==> src/rtl/fetch_pkg.sv <==
// Shared types and constants for the RV32I fetch controller.
package fetch_pkg;

  typedef enum logic [1:0] {
    StBoot,
    StFetch,
    StValid,
    StDrain
  } fetch_state_e;

  localparam logic [31:0] PC_INC           = 32'd4;
  localparam logic [31:0] DEF_RESET_VECTOR = 32'h0000_0000;
  localparam logic [31:0] DEF_TRAP_VECTOR  = 32'h0000_0004;

endpackage

==> src/rtl/fetch_pc_reg.sv <==
// 32-bit program counter with synchronous active-high reset and load enable.
module fetch_pc_reg
  import fetch_pkg::*;
#(
  parameter logic [31:0] RESET_VECTOR = DEF_RESET_VECTOR
) (
  input  logic        clock,
  input  logic        reset,
  input  logic        i_load,
  input  logic [31:0] i_d,
  output logic [31:0] o_q
);

  logic [31:0] r_pc;

  always_ff @(posedge clock) begin
    if (reset) begin
      r_pc <= RESET_VECTOR;
    end else if (i_load) begin
      r_pc <= i_d;
    end
  end

  assign o_q = r_pc;

endmodule

==> src/rtl/fetch_ctrl_rv32i.sv <==
// RV32I instruction fetch controller: one outstanding imem request, redirect drain.
// Optional feature macro FETCH_MISALIGN_TRAP_EN: misaligned redirects trap to TRAP_VECTOR.
module fetch_ctrl_rv32i
  import fetch_pkg::*;
#(
  parameter logic [31:0] RESET_VECTOR = DEF_RESET_VECTOR,
  parameter logic [31:0] TRAP_VECTOR  = DEF_TRAP_VECTOR
) (
  input  logic        clock,
  input  logic        reset,
  input  logic        stall,
  input  logic        redirect_valid,
  input  logic [31:0] redirect_target,
  output logic        imem_req,
  output logic [31:0] imem_addr,
  input  logic        imem_ack,
  input  logic [31:0] imem_rdata,
  output logic        inst_valid,
  output logic [31:0] inst_out,
  output logic [31:0] inst_pc,
  input  logic        inst_ready,
`ifdef FETCH_MISALIGN_TRAP_EN
  output logic        misalign_exc,
`endif
  output logic [31:0] pc_out
);

`ifdef FETCH_MISALIGN_TRAP_EN
  localparam bit MisalignEn = 1'b1;
`else
  localparam bit MisalignEn = 1'b0;
`endif

  fetch_state_e r_state;
  logic         r_inst_valid;
  logic [31:0]  r_inst_out;
  logic [31:0]  r_inst_pc;
  logic [31:0]  r_drain_addr;

  logic         w_misaligned;
  logic [31:0]  w_target;
  logic [31:0]  w_pc;
  logic         w_pc_load;
  logic [31:0]  w_pc_d;

  assign w_misaligned = (redirect_target[1:0] != 2'b00);
  // Without the trap, the low bits are simply dropped.
  assign w_target = (MisalignEn && w_misaligned) ? TRAP_VECTOR
                                                 : {redirect_target[31:2], 2'b00};

  always_comb begin
    w_pc_load = 1'b0;
    w_pc_d    = w_pc;
    if (redirect_valid) begin
      w_pc_load = 1'b1;
      w_pc_d    = w_target;
    end else if (r_state == StFetch && imem_ack) begin
      w_pc_load = 1'b1;
      w_pc_d    = w_pc + PC_INC;
    end
  end

  fetch_pc_reg #(
    .RESET_VECTOR(RESET_VECTOR)
  ) u_pc_reg (
    .clock (clock),
    .reset (reset),
    .i_load(w_pc_load),
    .i_d   (w_pc_d),
    .o_q   (w_pc)
  );

  always_ff @(posedge clock) begin
    if (reset) begin
      r_state      <= StBoot;
      r_inst_valid <= 1'b0;
      r_inst_out   <= 32'h0;
      r_inst_pc    <= 32'h0;
      r_drain_addr <= RESET_VECTOR;
    end else begin
      case (r_state)
        StBoot: r_state <= StFetch;
        StFetch: begin
          if (redirect_valid) begin
            // Request still in flight: remember its address until the ack arrives.
            if (!imem_ack) begin
              r_drain_addr <= w_pc;
              r_state      <= StDrain;
            end
          end else if (imem_ack) begin
            r_inst_out   <= imem_rdata;
            r_inst_pc    <= w_pc;
            r_inst_valid <= 1'b1;
            r_state      <= StValid;
          end
        end
        StValid: begin
          if (redirect_valid || (inst_ready && !stall)) begin
            r_inst_valid <= 1'b0;
            r_state      <= StFetch;
          end
        end
        StDrain: begin
          if (imem_ack) r_state <= StFetch;
        end
        default: r_state <= StBoot;
      endcase
    end
  end

`ifdef FETCH_MISALIGN_TRAP_EN
  logic r_misalign;

  always_ff @(posedge clock) begin
    if (reset) begin
      r_misalign <= 1'b0;
    end else begin
      r_misalign <= redirect_valid && w_misaligned;
    end
  end

  assign misalign_exc = r_misalign;
`endif

  assign imem_req   = (r_state == StFetch) || (r_state == StDrain);
  assign imem_addr  = (r_state == StDrain) ? r_drain_addr : w_pc;
  assign inst_valid = r_inst_valid;
  assign inst_out   = r_inst_out;
  assign inst_pc    = r_inst_pc;
  assign pc_out     = w_pc;

endmodule

==> config.mk <==
export PLATFORM = sky130hd
export DESIGN_NAME = fetch_ctrl_rv32i
export DESIGN_NICKNAME = d
export VERILOG_FILES = /design/src/rtl/fetch_pkg.sv /design/src/rtl/fetch_pc_reg.sv /design/src/rtl/fetch_ctrl_rv32i.sv
export SDC_FILE = /design/constraint.sdc
export NUM_CORES = 1
export LEC_CHECK = 0
export CORE_UTILIZATION = 45
export DETAILED_ROUTE_END_ITERATION = 6
export PLACE_DENSITY_LB_ADDON = 0.05
export SYNTH_ARGS = -nofsm -noshare
export SYNTH_HDL_FRONTEND = slang
export SYNTH_SLANG_ARGS = --single-unit
==> constraint.sdc <==
create_clock -name clock -period 2.3 [get_ports clock]
set_clock_uncertainty 0.2 [all_clocks]
set_input_delay 0.345 -clock clock [delete_from_list [all_inputs] [get_ports clock]]
set_output_delay 0.345 -clock clock [all_outputs]
set_load 0.02 [all_outputs]
After elaboration in Yosys (flattened, before gate mapping)

Cells that the tools add are included.

Bits in registers: 131
Bits of input ports: 70

Bitwise gates (word level): 2
Reduce and logical (&&, ||, !) cells: 13
Add/sub/neg operators: 1
Mux-type cells: 15
Equal/unequal tests: 9

Operators by type and width:

| kind                  | number |
|---|---|
| $mux 32               | 3 |
| $add 32x3->32 const B | 1 |
| $mux 2                | 5 |
| $ne 2x2->1 const B    | 4 |
| $pmux 2 s4            | 1 |
| $reduce_and 4->1      | 2 |
| $ne 3x3->1 const B    | 2 |
| $reduce_and 3->1      | 2 |
| $mux 1                | 5 |
| $eq 2x2->1 const B    | 2 |
| $reduce_bool 2->1     | 2 |
| $eq 2x1->1 const B    | 1 |
| $logic_and 1x1->1     | 2 |
| $logic_not 2->1       | 1 |
| $logic_or 1x1->1      | 2 |
| $not 1->1             | 2 |
| $pmux 1 s2            | 1 |
| $reduce_and 2->1      | 1 |
| $logic_not 1->1       | 1 |

Logic depth before layout (Yosys ltp)

Gate-level depths: netlist (run 1).

Word-level depth: 5
Mapped depth: 7

By module

From an unflattened synthesis (run 1), not the netlist that was laid out.

Cells, all modules: 756
Area total of the unflattened synthesis: 5,990.7 µm²

By module, submodules not included:

| module           | seq. area each (µm²) | instances | cells an instance | area each (µm²) |
|---|---|---|---|---|
| fetch_ctrl_rv32i | 1,981.9              | 1         | 653               | 4,827.1 |
| fetch_pc_reg     | 640.6                | 1         | 103               | 1,163.6 |

Least setup slack after synthesis (run 1)

OpenSTA, ideal clock, no wires.

Kind: flip-flop to flip-flop
Start: reg u_pc_reg.r_pc[2], in the netlist u_pc_reg.o_q[2]
End: reg u_pc_reg.r_pc[28], in the netlist u_pc_reg.o_q[28]
Stages on the path, launching flop included: 6
Arrival: 1.813 ns
Library setup time: 0.112 ns
Required time: 1.988 ns
Clock period less this slack: 2.125 ns
Path buffers: 0
Slack: 0.175 ns
Cell sequence: dfxtp_1 ha_1 nand4b_1 nor4_2 a311oi_1 a2111oi_1

Longest elaborated chain between the ends: 3

Ends and longest elaborated chain:

| element                | RTL line               | RTL |
|---|---|---|
| from (decl)            | fetch_pc_reg.sv:14     | `logic [31:0] r_pc;` |
| from (signal assigned) | fetch_pc_reg.sv:20     | `r_pc <= i_d;` |
| $add 32x3->32          | fetch_ctrl_rv32i.sv:59 | `w_pc_d = w_pc + PC_INC;` |
| $mux 32                | fetch_ctrl_rv32i.sv:57 | `end else if (r_state == StFetch && imem_ack) begin` |
| $mux 32                | fetch_ctrl_rv32i.sv:54 | `if (redirect_valid) begin` |

Every way passes these cells. The select of a mux whose other input is x is not followed.
A chain may end at the register's enable or synchronous reset.

Worst setup path after layout (run 1)

Start: reg r_state[0]
End: out imem_addr[12]

Longest elaborated chain between the ends: 2

Ends and longest elaborated chain:

| element                | RTL line                | RTL |
|---|---|---|
| from (decl)            | fetch_ctrl_rv32i.sv:34  | `fetch_state_e r_state;` |
| from (signal assigned) | fetch_ctrl_rv32i.sv:75  | `r_state <= StBoot;` |
| from (signal assigned) | fetch_ctrl_rv32i.sv:82  | `StBoot: r_state <= StFetch;` |
| from (signal assigned) | fetch_ctrl_rv32i.sv:88  | `r_state <= StDrain;` |
| $eq 2x2->1             | fetch_ctrl_rv32i.sv:126 | `assign imem_addr = (r_state == StDrain) ? r_drain_addr : w_pc;` |
| $mux 32                | fetch_ctrl_rv32i.sv:126 |  |
| to (decl)              | fetch_ctrl_rv32i.sv:15  | `output logic [31:0] imem_addr,` |

Every way passes these cells.

==> results.json, run 1 <==
{
  "drt_iter0_drc": 474,
  "min_from": "inst_pc[25]$_SDFFE_PP0P_",
  "yosys.cell_types.count": 53,
  "io_pins": 200,
  "dp_hpwl_um": 12100,
  "p_leak_nw": 3.19,
  "routedWlPerCell_um": 16.4,
  "gr-total-overflow": 0,
  "powerDensity_nw_per_um2": 685,
  "timing_worst_setup_path_type": "reg -> out",
  "synth_area_per_cell_um2": 8.00,
  "synth-xor-area-share_pct": 1.71,
  "mostFrequentLayoutCell": "nand2_1",
  "rr_endpoint": "u_pc_reg.o_q[25]$_SDFFE_PP0P_",
  "cts_setup_buffers": 0,
  "num_vias": 5770,
  "r2r_slack_ns": 0.18,
  "critical_path_arrival_ns": 1.71,
  "synth_ff_type": "dfxtp_1",
  "r2r-start": "u_pc_reg.o_q[4]$_SDFFE_PP0P_",
  "synth-seq-cells": 125,
  "synth.area.mux_share_pct": 6.01,
  "path_clk_slew_ns": 0.05,
  "start_util_pct": 46.4,
  "drv_slew": 0,
  "cts-htree-levels": 4,
  "post-route-worst-setup-slack_ns": 0.0434,
  "synth_compound_area_share_pct": 15.5,
  "dr.pass1.iters": 4,
  "nets": 974,
  "grt_pass1_wl_um": 27700,
  "crit_required_ns": 1.75,
  "grt_max_degree": 80,
  "core_um2": 12100,
  "worst_pin_slew_ns": 0.908,
  "hold_path_end": "inst_pc[25]$_SDFFE_PP0P_",
  "grt_pass1_vias": 5618,
  "num_rows": 40,
  "endpoint_kind": "output pin",
  "timing.max_cap.violations": 0,
  "cts_buffer_depth": 2,
  "drive_gt1_share_pct": 14.4,
  "worstPathMaxFanout": 9,
  "clockRootBuffer": "clkbuf_16",
  "fin_crit_ns": 2.26,
  "hold_viol": 0,
  "cts_tree": "yes",
  "routed_wirelength_um": 17800,
  "drc": 0,
  "dieHeight_um": 114,
  "track_usage_pct": 27.3,
  "status": "finished clean",
  "dp.cells": 1051,
  "place_worst_setup_slack_ns": -0.0472,
  "ctsHoldBuffers": 0,
  "total_power_w": 0.00584,
  "synth_edf_count": 0,
  "hold_depth": 2,
  "vdd_ir_drop_max_mv": 0.489,
  "synth_fa_ha_area_share_pct": 0.223,
  "finalSetupTns_ns": 0,
  "synth_area_um2": 5620,
  "finalCritPeriodShare_pct": 98.1,
  "synth_top_family_by_area": "simple AND/OR/NAND/NOR gates",
  "synthToLayoutAreaGrowth_pct": 51.7,
  "startpoint_type": "flip-flop",
  "final_cell_mix": "203 x nand2_1, 160 x clkdlybuf4s50_1, 123 x dfxtp_1",
  "yosys.area_share.simple_pct": 25.8,
  "seq_area_frac_synth_pct": 44.5,
  "hp-class": "reg -> reg",
  "die_x_um": 114,
  "clock_latency_ns": 0.41,
  "cts.sinks": 125,
  "antenna_left": 0,
  "port_buffers": 191,
  "numCtsBuffers": 17,
  "ys_warn_count": 0,
  "final_util_pct": 70.4,
  "final_cells": 1084,
  "max_freq_mhz": 443,
  "antenna_found_initial": 0,
  "slew_headroom_pct": 39.5,
  "via_per_inst": 5.32,
  "place.gp.congestion": 0.852,
  "setup_viol": 0,
  "die-area_um2": 12900,
  "rr_worst_depth": 5,
  "async_flop_share_pct": 0,
  "antenna-diode-count": 0,
  "synth_cells": 703
}
## cell usage after synthesis, types with 4 or more instances
master,instances,area share (%)
a211oi_1,10,1.3
nand3_1,10,0.89
nand2_1,205,14
a2111oi_0,4,0.62
nor4_1,5,0.56
inv_1,8,0.53
nor2b_1,7,0.78
clkbuf_1,48,3.2
buf_2,10,0.89
nor2_1,26,1.7
a21oi_1,95,8.5
a2111oi_1,4,0.71
or3_1,6,0.67
and3_1,8,0.89
a311oi_1,11,1.7
buf_4,8,1.1
o31ai_1,4,0.53
nand4_1,13,1.4
dfxtp_1,125,45
and4_1,6,0.93
o21ai_0,5,0.45
mux2_2,30,6.0
xnor2_1,5,0.78
xor2_1,6,0.93
## state kept, by name (all words and copies together) (netlist names)
signal and count:
inst_out 32, inst_pc 30, r_drain_addr 30, u_pc_reg.o_q 30
r_state 2, inst_valid 1
## area by class of cell
| class | count | area (um^2) |
|---|---|---|
| Multi-Input combinational cell | 505 | 2820 |
| Fill cell | 1030 | 3580 |
| Tap cell | 168 | 210 |
| Timing Repair Buffer | 245 | 2380 |
| Clock inverter | 7 | 85.1 |
| Sequential cell | 125 | 2500 |
| Clock buffer | 25 | 495 |
| Inverter | 9 | 33.8 |
## per-stage QoR
| step | area (um^2) | hold WS (ns) |
|---|---|---|
| detailed placement | 7940 | 0.246 |
| global placement | 7940 | 0.239 |
| floorplan | 5640 | 0.234 |
| CTS | 8490 | 0.253 |
| finish | 8530 | 0.251 |
| global route | 8530 | 0.267 |
## report_power, final
group          switching, W  total [W]  internal [W]  leakage (nW)
Sequential        0.0000781    0.00232       0.00225          1.02
Clock              0.000924    0.00262       0.00170         0.291
Combinational      0.000461   0.000893      0.000432          1.88
## worst max-delay path, cell delays in order (launching register included)
cell and delay, ns:
dfxtp_1 0.33, nand2_4 0.13, clkbuf_16 0.19, mux2_2 0.33
dlygate4sd2_1 0.32
## cell families after synthesis
family	after synthesis
and+or+nand+nor	313
AOI/OAI and AO/OA	144
DFF	125
buffers and inverters	78
muxes	30
xor gates and xnor gates	11
adders and majority gates	1
other	1
## routing by layer
metal | global-route usage, % | part of all wire, % | vias up
met5 | 0 | 0 | -
met4 | 12.2 | 2.7 | 0
met3 | 7.55 | 6.4 | 41
met2 | 46.1 | 49 | 213
met1 | 32.4 | 42 | 2697
li1 | - | - | 2819
## what timing repair did
action,in CTS,in global routing
endpoints found under the hold margin,0,0
setup endpoints to repair,30,9
pin swaps,0,0
cloned,0,1
resized for setup,31,7
## worst max-delay path by stage
stage	slack, ns	to	startpoint
3_5_place_dp	-0.05	u_pc_reg.o_q[28]$_SDFFE_PP0P_	imem_ack
5_1_grt	-0.0008	imem_addr[3]	r_state[0]$_SDFFE_PP0P_
3_3_place_gp	0.01	u_pc_reg.o_q[23]$_SDFFE_PP0P_	imem_ack
6_report	0.04	imem_addr[12]	r_state[0]$_SDFFE_PP0P_
4_1_cts	0.02	imem_addr[14]	r_state[0]$_SDFFE_PP0P_
2_1_floorplan	0.18	u_pc_reg.o_q[28]$_SDFFE_PP0P_	u_pc_reg.o_q[2]$_SDFFE_PP0P_
Note: power is estimated with default switching activity, not from simulation.
==> run 2: changes to the inputs <==
--- a/config.mk
+++ b/config.mk
@@ -8,6 +8,8 @@
 export CORE_UTILIZATION = 45
 export DETAILED_ROUTE_END_ITERATION = 6
 export PLACE_DENSITY_LB_ADDON = 0.05
+export RECOVER_POWER = 50
+export SETUP_SLACK_MARGIN = 0.02
 export SYNTH_ARGS = -nofsm -noshare
 export SYNTH_HDL_FRONTEND = slang
 export SYNTH_SLANG_ARGS = --single-unit
==> results.json, run 2 (same netlist as run 1, synthesis figures left out) <==
{
  "track_usage_pct": 27.3,
  "grt_pass1_vias": 5618,
  "antenna_found_initial": 0,
  "endpoint_kind": "output pin",
  "place.gp.congestion": 0.852,
  "stdcell_area_um2": 8500,
  "numCtsBuffers": 17,
  "grt_max_degree": 80,
  "cts_setup_buffers": 0,
  "crit_required_ns": 1.75,
  "fin_crit_ns": 2.25,
  "powerDensity_nw_per_um2": 686,
  "nets": 974,
  "die-area_um2": 12900,
  "antenna-diode-count": 0,
  "clockRootBuffer": "clkbuf_16",
  "rr_worst_depth": 5,
  "core_um2": 12100,
  "n_fill_cell": 1037,
  "cts_buffer_depth": 2,
  "critPathLaunch": "r_state[0]$_SDFFE_PP0P_",
  "cts_tree": "yes",
  "timing_worst_setup_path_type": "reg -> out",
  "endpoint": "imem_addr[4]",
  "via_per_inst": 5.31,
  "place_area_um2": 7940,
  "num_rows": 40,
  "synthToLayoutAreaGrowth_pct": 51.2,
  "slew_headroom_pct": 39.6,
  "start_util_pct": 46.4,
  "mostFrequentLayoutCell": "nand2_1",
  "gr-total-overflow": 0,
  "dr.pass1.iters": 5,
  "final_util_pct": 70.2,
  "path_clk_slew_ns": 0.05,
  "drt_iter0_drc": 447,
  "dp_hpwl_um": 12100,
  "critical_path_arrival_ns": 1.70,
  "setup_viol": 0,
  "min_from": "inst_pc[25]$_SDFFE_PP0P_",
  "io_pins": 200,
  "timing.hold.ws_ns": 0.249,
  "worstPathMaxFanout": 10,
  "max_freq_mhz": 445,
  "clock_latency_ns": 0.41,
  "drive_gt1_share_pct": 14.0,
  "timing.max_cap.violations": 0,
  "r2r-start": "u_pc_reg.o_q[4]$_SDFFE_PP0P_",
  "routed_wirelength_um": 17700,
  "antenna_left": 0,
  "startpoint_type": "flip-flop",
  "die_x_um": 114,
  "final_cell_mix": "203 x nand2_1, 127 x clkdlybuf4s50_1, 122 x dfxtp_1",
  "hp-class": "reg -> reg",
  "status": "finished clean",
  "hold_viol": 0,
  "port_buffers": 191,
  "r2r_slack_ns": 0.18,
  "rr_endpoint": "u_pc_reg.o_q[25]$_SDFFE_PP0P_",
  "vdd_ir_drop_max_mv": 0.490,
  "worst_pin_slew_ns": 0.906,
  "routedWlPerCell_um": 16.4,
  "p_leak_nw": 3.26,
  "ctsHoldBuffers": 0,
  "cts-htree-levels": 4,
  "grt_pass1_wl_um": 27700,
  "finalCritPeriodShare_pct": 97.8,
  "cts.sinks": 125,
  "num_vias": 5756,
  "largest_register_ffs": 32,
  "rsz0062_at_grt": "true",
  "drc": 0,
  "dieHeight_um": 114,
  "drv_slew": 0
}
run 2: cell count changes in the layout (fill, tap and decap cells not counted), moves of 2 or more:
cell	previous run	this run
clkdlybuf4s50_1	160	127
buf_4	47	39
dlygate4sd2_1	28	20
clkbuf_2	0	2
clkbuf_1	4	10
dlygate4sd3_1	0	33
clkdlybuf4s15_1	2	9
run 2: timing repair:
| action | in CTS | in global routing |
|---|---|---|
| cloned | 0 | 1 |
| endpoints found under the setup margin | 30 | 22 |
| resized for setup | 31 | 17 |
run 2: layout make-up:
class,instances,area (um^2),share of cell area [%]
clock inverter,7,85.1,1.00
clock buffer,25,495,5.83
multi-input combinational,505,2820,33.1
tap,168,210,2.47
sequential,125,2510,29.5
timing repair buffer,245,2360,27.7
inverter,9,33.8,0.397
run 2: worst min path at each step:
stage / depth (start not counted) / to
3_3_place_gp: 2 / r_drain_addr[26]$_SDFFE_PP0P_
5_1_grt: 2 / inst_out[14]$_SDFFE_PP0P_
4_1_cts: 2 / inst_pc[27]$_SDFFE_PP0P_
6_report: 2 / inst_pc[25]$_SDFFE_PP0P_
2_1_floorplan: 2 / r_drain_addr[10]$_SDFFE_PP0P_
3_5_place_dp: 2 / inst_pc[27]$_SDFFE_PP0P_
run 2: layer usage:
layer | GRT usage, % | up-vias | routed length (um)
met2 | 46.1 | 220 | 8700
met4 | 12.2 | 0 | 445
met5 | 0 | - | 0
met3 | 7.55 | 36 | 1160
li1 | - | 2816 | -
met1 | 32.4 | 2684 | 7440
run 2: metrics by stage:
stage | total power, W | setup WS (ns) | TNS, ns | cells
after floorplan | 0.00280 | 0.175 | 0 | 708
after global placement | 0.00326 | 0.0105 | 0 | 1051
after detailed placement | 0.00327 | -0.0472 | -0.101 | 1051
after CTS | 0.00586 | 0.0234 | 0 | 1083
after global routing | 0.00604 | 0.0152 | 0 | 1084
final | 0.00583 | 0.0509 | 0 | 1084
run 2: power breakdown:
part | internal, W | switching (W)
clock network | 0.00170 | 0.000924
logic | 0.000422 | 0.000461
registers | 0.00225 | 0.0000771
run 2: worst max-delay path, stage by stage (launching register included):
cell	delay (ns)
dfxtp_1	0.33
nand2_4	0.13
buf_12	0.16
mux2_2	0.34
dlygate4sd2_1	0.32
